File: src/rtl/keypad_seq_divider_if.sv
// Key-pulse input and result/status bus between the keypad decoder and keypad_seq_divider.
// master = key source / display side, slave = divider core.
interface keypad_seq_divider_if #(
    parameter int unsigned W = 8
);
    logic         key_valid;
    logic [3:0]   key_value;
    logic [W-1:0] operand_a;
    logic [W-1:0] operand_b;
    logic [W-1:0] quotient;
    logic [W-1:0] remainder;
    logic [W-1:0] display_value;
    logic         busy;
    logic         done;
    logic         div_by_zero;
    logic         entry_ovf;
    logic         rem_sel;
    logic [1:0]   state_dbg;

    modport master (
        output key_valid, key_value,
        input  operand_a, operand_b, quotient, remainder, display_value,
        input  busy, done, div_by_zero, entry_ovf, rem_sel, state_dbg
    );

    modport slave (
        input  key_valid, key_value,
        output operand_a, operand_b, quotient, remainder, display_value,
        output busy, done, div_by_zero, entry_ovf, rem_sel, state_dbg
    );
endinterface

File: src/rtl/keypad_seq_divider.sv
// Keypad-driven decimal operand entry with a W-cycle sequential restoring divider.
// Optional feature macro KPD_DIV_REM_SEL_EN: KEY_SEL in RESULT toggles quotient/remainder display.
module keypad_seq_divider #(
    parameter int unsigned W         = 8,
    parameter logic [3:0]  KEY_ENTER = 4'hA,
    parameter logic [3:0]  KEY_EQ    = 4'hB,
    parameter logic [3:0]  KEY_CLR   = 4'hC,
    parameter logic [3:0]  KEY_SEL   = 4'hD
) (
    input  logic                 clk,
    input  logic                 rst,
    keypad_seq_divider_if.slave  bus
);
    localparam int unsigned CW       = $clog2(W + 1);
    localparam logic [CW-1:0] CNT_LAST = W[CW-1:0];
    localparam int unsigned TEN_I    = 10;
    localparam logic [W+3:0] TEN     = TEN_I[W+3:0];

    typedef enum logic [1:0] {
        ST_ENTER_A = 2'd0,
        ST_ENTER_B = 2'd1,
        ST_DIVIDE  = 2'd2,
        ST_RESULT  = 2'd3
    } state_t;

    state_t        r_state, w_state_nxt;
    logic [W-1:0]  r_a, w_a_nxt;
    logic [W-1:0]  r_b, w_b_nxt;
    logic [W-1:0]  r_q, w_q_nxt;
    logic [W-1:0]  r_r, w_r_nxt;
    logic [W-1:0]  r_disp_hold, w_disp;
    logic          r_busy, w_busy_nxt;
    logic          r_done, w_done_nxt;
    logic          r_dbz, w_dbz_nxt;
    logic          r_ovf, w_ovf_nxt;
    logic          r_rem_sel, w_rem_sel_nxt;
    logic [W-1:0]  r_dv_num, w_dv_num_nxt;
    logic [W-1:0]  r_dv_rem, w_dv_rem_nxt;
    logic [W-1:0]  r_dv_den, w_dv_den_nxt;
    logic [CW-1:0] r_dv_cnt, w_dv_cnt_nxt;

    logic          w_key_digit;
    logic          w_key_clr;
    logic [W-1:0]  w_digit;
    logic [W+3:0]  w_digit_ext;
    logic [W-1:0]  w_acc_in;
    logic [W+3:0]  w_acc_ext;
    logic          w_acc_ovf;
    logic [W:0]    w_trial;

    assign w_key_digit = bus.key_valid && (bus.key_value <= 4'd9);
    assign w_key_clr   = bus.key_valid && (bus.key_value == KEY_CLR);

    always_comb begin
        w_digit          = '0;
        w_digit[3:0]     = bus.key_value;
        w_digit_ext      = '0;
        w_digit_ext[3:0] = bus.key_value;
    end

    // Digit append in W+4 bits so that acc*10+9 can never wrap before the range check.
    assign w_acc_in  = (r_state == ST_ENTER_B) ? r_b : r_a;
    assign w_acc_ext = {4'b0000, w_acc_in} * TEN + w_digit_ext;
    assign w_acc_ovf = |w_acc_ext[W+3:W];

    // Restoring step: partial remainder stays below the divisor, so bit W of the trial is the borrow.
    assign w_trial = {r_dv_rem, r_dv_num[W-1]} - {1'b0, r_dv_den};

    always_comb begin
        w_state_nxt   = r_state;
        w_a_nxt       = r_a;
        w_b_nxt       = r_b;
        w_q_nxt       = r_q;
        w_r_nxt       = r_r;
        w_busy_nxt    = r_busy;
        w_done_nxt    = 1'b0;
        w_dbz_nxt     = r_dbz;
        w_ovf_nxt     = r_ovf;
        w_rem_sel_nxt = r_rem_sel;
        w_dv_num_nxt  = r_dv_num;
        w_dv_rem_nxt  = r_dv_rem;
        w_dv_den_nxt  = r_dv_den;
        w_dv_cnt_nxt  = r_dv_cnt;

        unique case (r_state)
            ST_ENTER_A, ST_ENTER_B: begin
                if (w_key_digit) begin
                    if (w_acc_ovf) begin
                        w_ovf_nxt = 1'b1;
                    end else if (r_state == ST_ENTER_A) begin
                        w_a_nxt = w_acc_ext[W-1:0];
                    end else begin
                        w_b_nxt = w_acc_ext[W-1:0];
                    end
                end else if (bus.key_valid && (bus.key_value == KEY_ENTER) && (r_state == ST_ENTER_A)) begin
                    w_state_nxt = ST_ENTER_B;
                end
            end
            ST_DIVIDE: begin
                if (r_dv_cnt != CNT_LAST) begin
                    w_dv_cnt_nxt = r_dv_cnt + 1'b1;
                    if (!w_trial[W]) begin
                        w_dv_rem_nxt = w_trial[W-1:0];
                        w_dv_num_nxt = {r_dv_num[W-2:0], 1'b1};
                    end else begin
                        w_dv_rem_nxt = {r_dv_rem[W-2:0], r_dv_num[W-1]};
                        w_dv_num_nxt = {r_dv_num[W-2:0], 1'b0};
                    end
                end else begin
                    w_q_nxt     = r_dv_num;
                    w_r_nxt     = r_dv_rem;
                    w_busy_nxt  = 1'b0;
                    w_done_nxt  = 1'b1;
                    w_state_nxt = ST_RESULT;
                end
            end
            ST_RESULT: begin
                if (w_key_digit) begin
                    w_a_nxt       = w_digit;
                    w_b_nxt       = '0;
                    w_dbz_nxt     = 1'b0;
                    w_ovf_nxt     = 1'b0;
                    w_rem_sel_nxt = 1'b0;
                    w_state_nxt   = ST_ENTER_A;
                end else if (bus.key_valid && (bus.key_value == KEY_SEL)) begin
`ifdef KPD_DIV_REM_SEL_EN
                    w_rem_sel_nxt = ~r_rem_sel;
`else
                    w_rem_sel_nxt = 1'b0;
`endif
                end
            end
            default: w_state_nxt = ST_ENTER_A;
        endcase

        // KEY_EQ from ENTER_B starts a division; from RESULT it repeats with the same operands.
        if (bus.key_valid && (bus.key_value == KEY_EQ) &&
            ((r_state == ST_ENTER_B) || (r_state == ST_RESULT))) begin
            if (r_b == '0) begin
                w_q_nxt     = '1;
                w_r_nxt     = r_a;
                w_dbz_nxt   = 1'b1;
                w_done_nxt  = 1'b1;
                w_state_nxt = ST_RESULT;
            end else begin
                w_dv_num_nxt = r_a;
                w_dv_rem_nxt = '0;
                w_dv_den_nxt = r_b;
                w_dv_cnt_nxt = '0;
                w_busy_nxt   = 1'b1;
                w_state_nxt  = ST_DIVIDE;
            end
        end

        if (w_key_clr) begin
            w_a_nxt       = '0;
            w_b_nxt       = '0;
            w_q_nxt       = '0;
            w_r_nxt       = '0;
            w_busy_nxt    = 1'b0;
            w_done_nxt    = 1'b0;
            w_dbz_nxt     = 1'b0;
            w_ovf_nxt     = 1'b0;
            w_rem_sel_nxt = 1'b0;
            w_state_nxt   = ST_ENTER_A;
        end
    end

    always_comb begin
        w_disp = r_disp_hold;
        unique case (r_state)
            ST_ENTER_A: w_disp = r_a;
            ST_ENTER_B: w_disp = r_b;
            ST_DIVIDE:  w_disp = r_disp_hold;
            ST_RESULT:  w_disp = r_rem_sel ? r_r : r_q;
            default:    w_disp = r_disp_hold;
        endcase
    end

    always_ff @(posedge clk) begin
        if (!rst) begin
            r_state     <= ST_ENTER_A;
            r_a         <= '0;
            r_b         <= '0;
            r_q         <= '0;
            r_r         <= '0;
            r_disp_hold <= '0;
            r_busy      <= 1'b0;
            r_done      <= 1'b0;
            r_dbz       <= 1'b0;
            r_ovf       <= 1'b0;
            r_rem_sel   <= 1'b0;
            r_dv_num    <= '0;
            r_dv_rem    <= '0;
            r_dv_den    <= '0;
            r_dv_cnt    <= '0;
        end else begin
            r_state     <= w_state_nxt;
            r_a         <= w_a_nxt;
            r_b         <= w_b_nxt;
            r_q         <= w_q_nxt;
            r_r         <= w_r_nxt;
            r_disp_hold <= w_disp;
            r_busy      <= w_busy_nxt;
            r_done      <= w_done_nxt;
            r_dbz       <= w_dbz_nxt;
            r_ovf       <= w_ovf_nxt;
            r_rem_sel   <= w_rem_sel_nxt;
            r_dv_num    <= w_dv_num_nxt;
            r_dv_rem    <= w_dv_rem_nxt;
            r_dv_den    <= w_dv_den_nxt;
            r_dv_cnt    <= w_dv_cnt_nxt;
        end
    end

    assign bus.operand_a     = r_a;
    assign bus.operand_b     = r_b;
    assign bus.quotient      = r_q;
    assign bus.remainder     = r_r;
    assign bus.display_value = w_disp;
    assign bus.busy          = r_busy;
    assign bus.done          = r_done;
    assign bus.div_by_zero   = r_dbz;
    assign bus.entry_ovf     = r_ovf;
    assign bus.rem_sel       = r_rem_sel;
    assign bus.state_dbg     = r_state;
endmodule

File: src/flat_wrapper.sv
// flat-port wrapper written by rule: the top's interface ports become plain ports
module keypad_seq_divider_flat 
#(
    parameter int unsigned W         = 8,
    parameter logic [3:0]  KEY_ENTER = 4'hA,
    parameter logic [3:0]  KEY_EQ    = 4'hB,
    parameter logic [3:0]  KEY_CLR   = 4'hC,
    parameter logic [3:0]  KEY_SEL   = 4'hD
)
  (clk, rst, bus_key_valid, bus_key_value, bus_operand_a, bus_operand_b, bus_quotient, bus_remainder, bus_display_value, bus_busy, bus_done, bus_div_by_zero, bus_entry_ovf, bus_rem_sel, bus_state_dbg);
  keypad_seq_divider_if #(.W(W)) bus_i ();
  input  logic clk;
  input  logic rst;
  input wire logic [$bits(bus_i.key_valid)-1:0] bus_key_valid;
  input wire logic [$bits(bus_i.key_value)-1:0] bus_key_value;
  output wire logic [$bits(bus_i.operand_a)-1:0] bus_operand_a;
  output wire logic [$bits(bus_i.operand_b)-1:0] bus_operand_b;
  output wire logic [$bits(bus_i.quotient)-1:0] bus_quotient;
  output wire logic [$bits(bus_i.remainder)-1:0] bus_remainder;
  output wire logic [$bits(bus_i.display_value)-1:0] bus_display_value;
  output wire logic [$bits(bus_i.busy)-1:0] bus_busy;
  output wire logic [$bits(bus_i.done)-1:0] bus_done;
  output wire logic [$bits(bus_i.div_by_zero)-1:0] bus_div_by_zero;
  output wire logic [$bits(bus_i.entry_ovf)-1:0] bus_entry_ovf;
  output wire logic [$bits(bus_i.rem_sel)-1:0] bus_rem_sel;
  output wire logic [$bits(bus_i.state_dbg)-1:0] bus_state_dbg;
  assign bus_i.key_valid = bus_key_valid;
  assign bus_i.key_value = bus_key_value;
  assign bus_operand_a = bus_i.operand_a;
  assign bus_operand_b = bus_i.operand_b;
  assign bus_quotient = bus_i.quotient;
  assign bus_remainder = bus_i.remainder;
  assign bus_display_value = bus_i.display_value;
  assign bus_busy = bus_i.busy;
  assign bus_done = bus_i.done;
  assign bus_div_by_zero = bus_i.div_by_zero;
  assign bus_entry_ovf = bus_i.entry_ovf;
  assign bus_rem_sel = bus_i.rem_sel;
  assign bus_state_dbg = bus_i.state_dbg;
  keypad_seq_divider #(.W(W), .KEY_ENTER(KEY_ENTER), .KEY_EQ(KEY_EQ), .KEY_CLR(KEY_CLR), .KEY_SEL(KEY_SEL)) u_core (.clk(clk), .rst(rst), .bus(bus_i));
endmodule
File: config.mk
export PLATFORM = sky130hd
export DESIGN_NAME = keypad_seq_divider_flat
export DESIGN_NICKNAME = d
export VERILOG_FILES = /design/src/rtl/keypad_seq_divider_if.sv /design/src/rtl/keypad_seq_divider.sv /design/src/flat_wrapper.sv
export SDC_FILE = /design/constraint.sdc
export NUM_CORES = 1
export LEC_CHECK = 0
export CORE_UTILIZATION = 50
export CTS_BUF_LIST = sky130_fd_sc_hd__clkbuf_8
export CTS_CLUSTER_SIZE = 24
export DETAILED_ROUTE_END_ITERATION = 10
export PLACE_DENSITY = 0.73
export SYNTH_ARGS = -nofsm -noshare
export SYNTH_HDL_FRONTEND = slang
export SYNTH_SLANG_ARGS = --single-unit
File: constraint.sdc
create_clock -name clk -period 7.3 [get_ports clk]
set_input_delay 1.825 -clock clk [delete_from_list [all_inputs] [get_ports clk]]
set_output_delay 1.825 -clock clk [all_outputs]
set_load 0.005 [all_outputs]
==> key figures <==
Worst setup path
  – Max Fanout on Critical Path: 9
  – Critical Path AT: 4.48 ns
  – Crit-path max cell delay: 0.58 ns
  – Startpoint Class: input port
  – Cell family with most CP delay: compound AO/OA/AOI/OAI gates
  – Crit. End Element: register
  – Crit path max-delay cell type: clkdlybuf4s50_1
  – Crit-path cells: clkdlybuf4s50_1 > ha_1 > inv_1 > fa_1 > nor2b_1 > o21a_1 > nor3_1 > mux2_2 > o311ai_4 > a22o_1
  – Critical path class: input port to register
  – Critical path buffers and inverters: 2
  – CP Data Required Time: 7.59 ns

Clock network
  – TritonCTS clock tree: done
  – Clk Latency, worst-skew pair: 0.35 ns
  – Post-cts sizing count: 0
  – Hold buffers post-CTS: 0
  – Setup Fix Bufs, Post-CTS: 0
  – Root Driver: clkbuf_8
  – H-tree depth: 3
  – Total CTS buffers: 9
  – Clock transition at path regs: 0.08 ns
  – CTS Buffer Depth: 2
  – CTS sink cnt: 74

Timing
  – Maximum clock frequency: 239 MHz
  – Worst Tran Pin Value: 1.05 ns
  – Sum Neg Setup Slack: 0 ns
  – Period utilisation layout: 57.4%
  – Final Slew Violations: 0
  – RSZ-0062 raised after global routing: no
  – Final hold viol count: 0
  – Final min period: 4.19 ns
  – Worst rel slew slack: 29.6%
  – Setup WS post-layout: 3.11 ns
  – Clk_skew: 0.0105 ns
  – Finish-stage setup viols: 0

Flow run
  – Max Cap Violations: 0

Yosys
  – Ys async rst share: 0%
  – Top_reg_cell synth: dfxtp_1
  – Area contributors post-synth: dfxtp_1 (35%), ha_1 (7.5%), nand2_1 (5.3%)
  – Cell taking the most area after synthesis: dfxtp_1
  – Count leader, synth: dfxtp_1
  – Synth top area share: 35.4%
  – Syn nets: 502
  – Mapped Area: 0.00418 mm^2
  – Post-synth top cells: dfxtp_1 (74), nand2_1 (59), nor2_1 (46), ha_1 (25)
  – Synth Register Bits: 74
  – Sequential area share after synthesis: 35.4%
  – Mean Syn Cell Area: 8.96 um^2
  – Mapped Cells: 467
  – Yosys Warn Count: 0
  – Distinct cells, synth: 53
  – Number of synthesized flops with an enable pin: 0

Power
  – Pwr Density: 180 mW/mm^2
  – Max IR drop VDD: 92.7 uV
  – LEAKAGE: 1.83 nW
  – Combinational power share: 19.2%
  – Sw Ratio: 29.9%
  – Cell Int Power: 0.625 mW
  – Share of power burned in the clock network: 32.6%
  – P_sw: 0.267 mW
  – Flop pwr share: 48.2%

Routing
  – # DRC: 0
  – Drt total wl: 11,200 um
  – Post-route antenna net violation count: 0
  – Drt first pass iters: 4
  – DR WL/cell: 18.1 um
  – Vias per cell: 6.06
  – Initial DRC count: 225
  – Vias: 3,751

Placed design
  – Gpl congestion: 0.887
  – Pre-CTS WS: 2.79 ns
  – Port Buf Inserts: 52
  – Final HPWL DP: 8130 um

Cells and area
  – Nets: 547
  – ANT cells: 0
  – P&R area growth vs syn: 18.8%
  – Post-layout util: 62.7%
  – Layout cells sized above 1: 8.70%

Floorplanning
  – Core Area: 0.00793 mm^2
  – I/O pin cnt: 54
  – Die area: 0.00874 mm^2
  – FP Rows: 32
  – Die width: 93.5 um
  – Die H: 93.5 um
  – Starting Density: 52.8%

GRT
  – Vias in the first global route: 3,594
  – GR Util All Layers: 27.5%
  – Initial antenna violation count: 0
  – First-pass GRT wire length: 18,400 um
  – Largest net degree at the start of global routing: 29
  – Congestion Overflow GR: 0

Run status
  – Status: finished, final reports clean

Worst hold path
  – Min-Delay Path Class: register to register
area by class of cell:
type                    count  area [um^2]
multi-input cells         350         2550
repair buffers             57          558
clock inverters             6         42.5
flip-flops and latches     74         1480
inverters                  20         75.1
fillers                   697         2960
clock buffers              10          138
well taps                 102          128
power groups by stage:
stage                     Sequential, mW  Combinational, mW  Clock [mW]
after CTS                          0.430              0.170       0.295
after detailed placement           0.439              0.169           0
after global placement             0.440              0.166           0
after global routing               0.432              0.188       0.314
final                              0.430              0.171       0.291
after floorplan                    0.432              0.111           0
sequential cells by signal (all words and copies together) (netlist names), 4 cells and up, named ones only:
name / flops
u_core.r_dv_den: 8
u_core.r_dv_rem: 8
u_core.bus.remainder: 8
u_core.bus.operand_a: 8
u_core.bus.operand_b: 8
u_core.r_dv_cnt: 4
u_core.bus.quotient: 8
u_core.r_disp_hold: 8
u_core.r_dv_num: 8
routing by layer:
metal | track usage (%) | wire length [um] | vias to the layer above
li1 | - | - | 1803
met1 | 36.8 | 5120 | 1804
met2 | 45.1 | 5310 | 121
met3 | 3.01 | 549 | 23
met4 | 11.5 | 251 | 0
met5 | 0 | 0 | -
stage by stage:
stage,total power [mW],instance area [um^2],instances,hold WS (ns)
2_1_floorplan,0.543,4180,467,0.436
3_3_place_gp,0.605,4790,603,0.446
3_5_place_dp,0.608,4790,603,0.450
4_1_cts,0.895,4970,619,0.461
5_1_grt,0.934,4970,619,0.484
6_report,0.893,4970,619,0.459
worst register-to-register path, delay by kind of cell, from the launching register on:
kind / cells / cell delay, ns
DFF: 1 / 0.34
adders and majority gates: 3 / 0.97
and+or+nand+nor: 3 / 0.80
xor gates and xnor gates: 1 / 0.29
AOI/OAI and AO/OA: 2 / 0.60
muxes: 2 / 0.92
final timing paths:
| kind | from | endpoint | slack (ns) | cells past startpoint |
|---|---|---|---|---|
| setup / recovery | bus_key_value[1] | u_core.bus.operand_b[5] | 3.11 | 10 |
| hold / removal | u_core.r_dv_den[1] | u_core.r_dv_den[1] | 0.46 | 2 |
| setup reg to reg | register | u_core.bus.operand_b[5] | 3.32 | 11 |
| hold reg to reg | u_core.r_dv_den[1] | u_core.r_dv_den[1] | 0.46 | 2 |
logic make-up after synthesis:
group	synth area share (%)
AOI/OAI and AO/OA	18.1
xor gates and xnor gates	2.51
adders and majority gates	8.91
buffers and inverters	4.10
DFF	35.4
muxes	10.5
other	0.0896
and+or+nand+nor	20.3
placed cells by master (no fill, tap or decap), types with 2 or more instances in the layout:
| cell type | count |
|---|---|
| a21oi_1 | 20 |
| ha_1 | 25 |
| inv_1 | 21 |
| a211o_1 | 3 |
| clkbuf_8 | 10 |
| mux4_2 | 8 |
| a32o_1 | 10 |
| nand4b_1 | 3 |
| a31oi_1 | 9 |
| nand4_1 | 4 |
| and2_1 | 12 |
| xnor2_1 | 7 |
| clkinv_4 | 2 |
| nor3_1 | 8 |
| o21a_1 | 5 |
| o21ai_1 | 2 |
| o211ai_1 | 5 |
| nand3_1 | 16 |
| a311oi_1 | 9 |
| mux2_2 | 8 |
| a22o_1 | 3 |
| buf_4 | 5 |
| mux2i_1 | 17 |
| o22ai_1 | 2 |
| nor4_1 | 3 |
| o21ai_0 | 9 |
| nor2b_1 | 6 |
| clkdlybuf4s50_1 | 52 |
| and3b_1 | 2 |
| dfxtp_1 | 74 |
| xor2_1 | 5 |
| nand2_1 | 59 |
| fa_1 | 3 |
| or3_1 | 2 |
| nor4_4 | 3 |
| a211oi_1 | 18 |
| nor2_1 | 46 |
(Power assumes the default switching activity.)
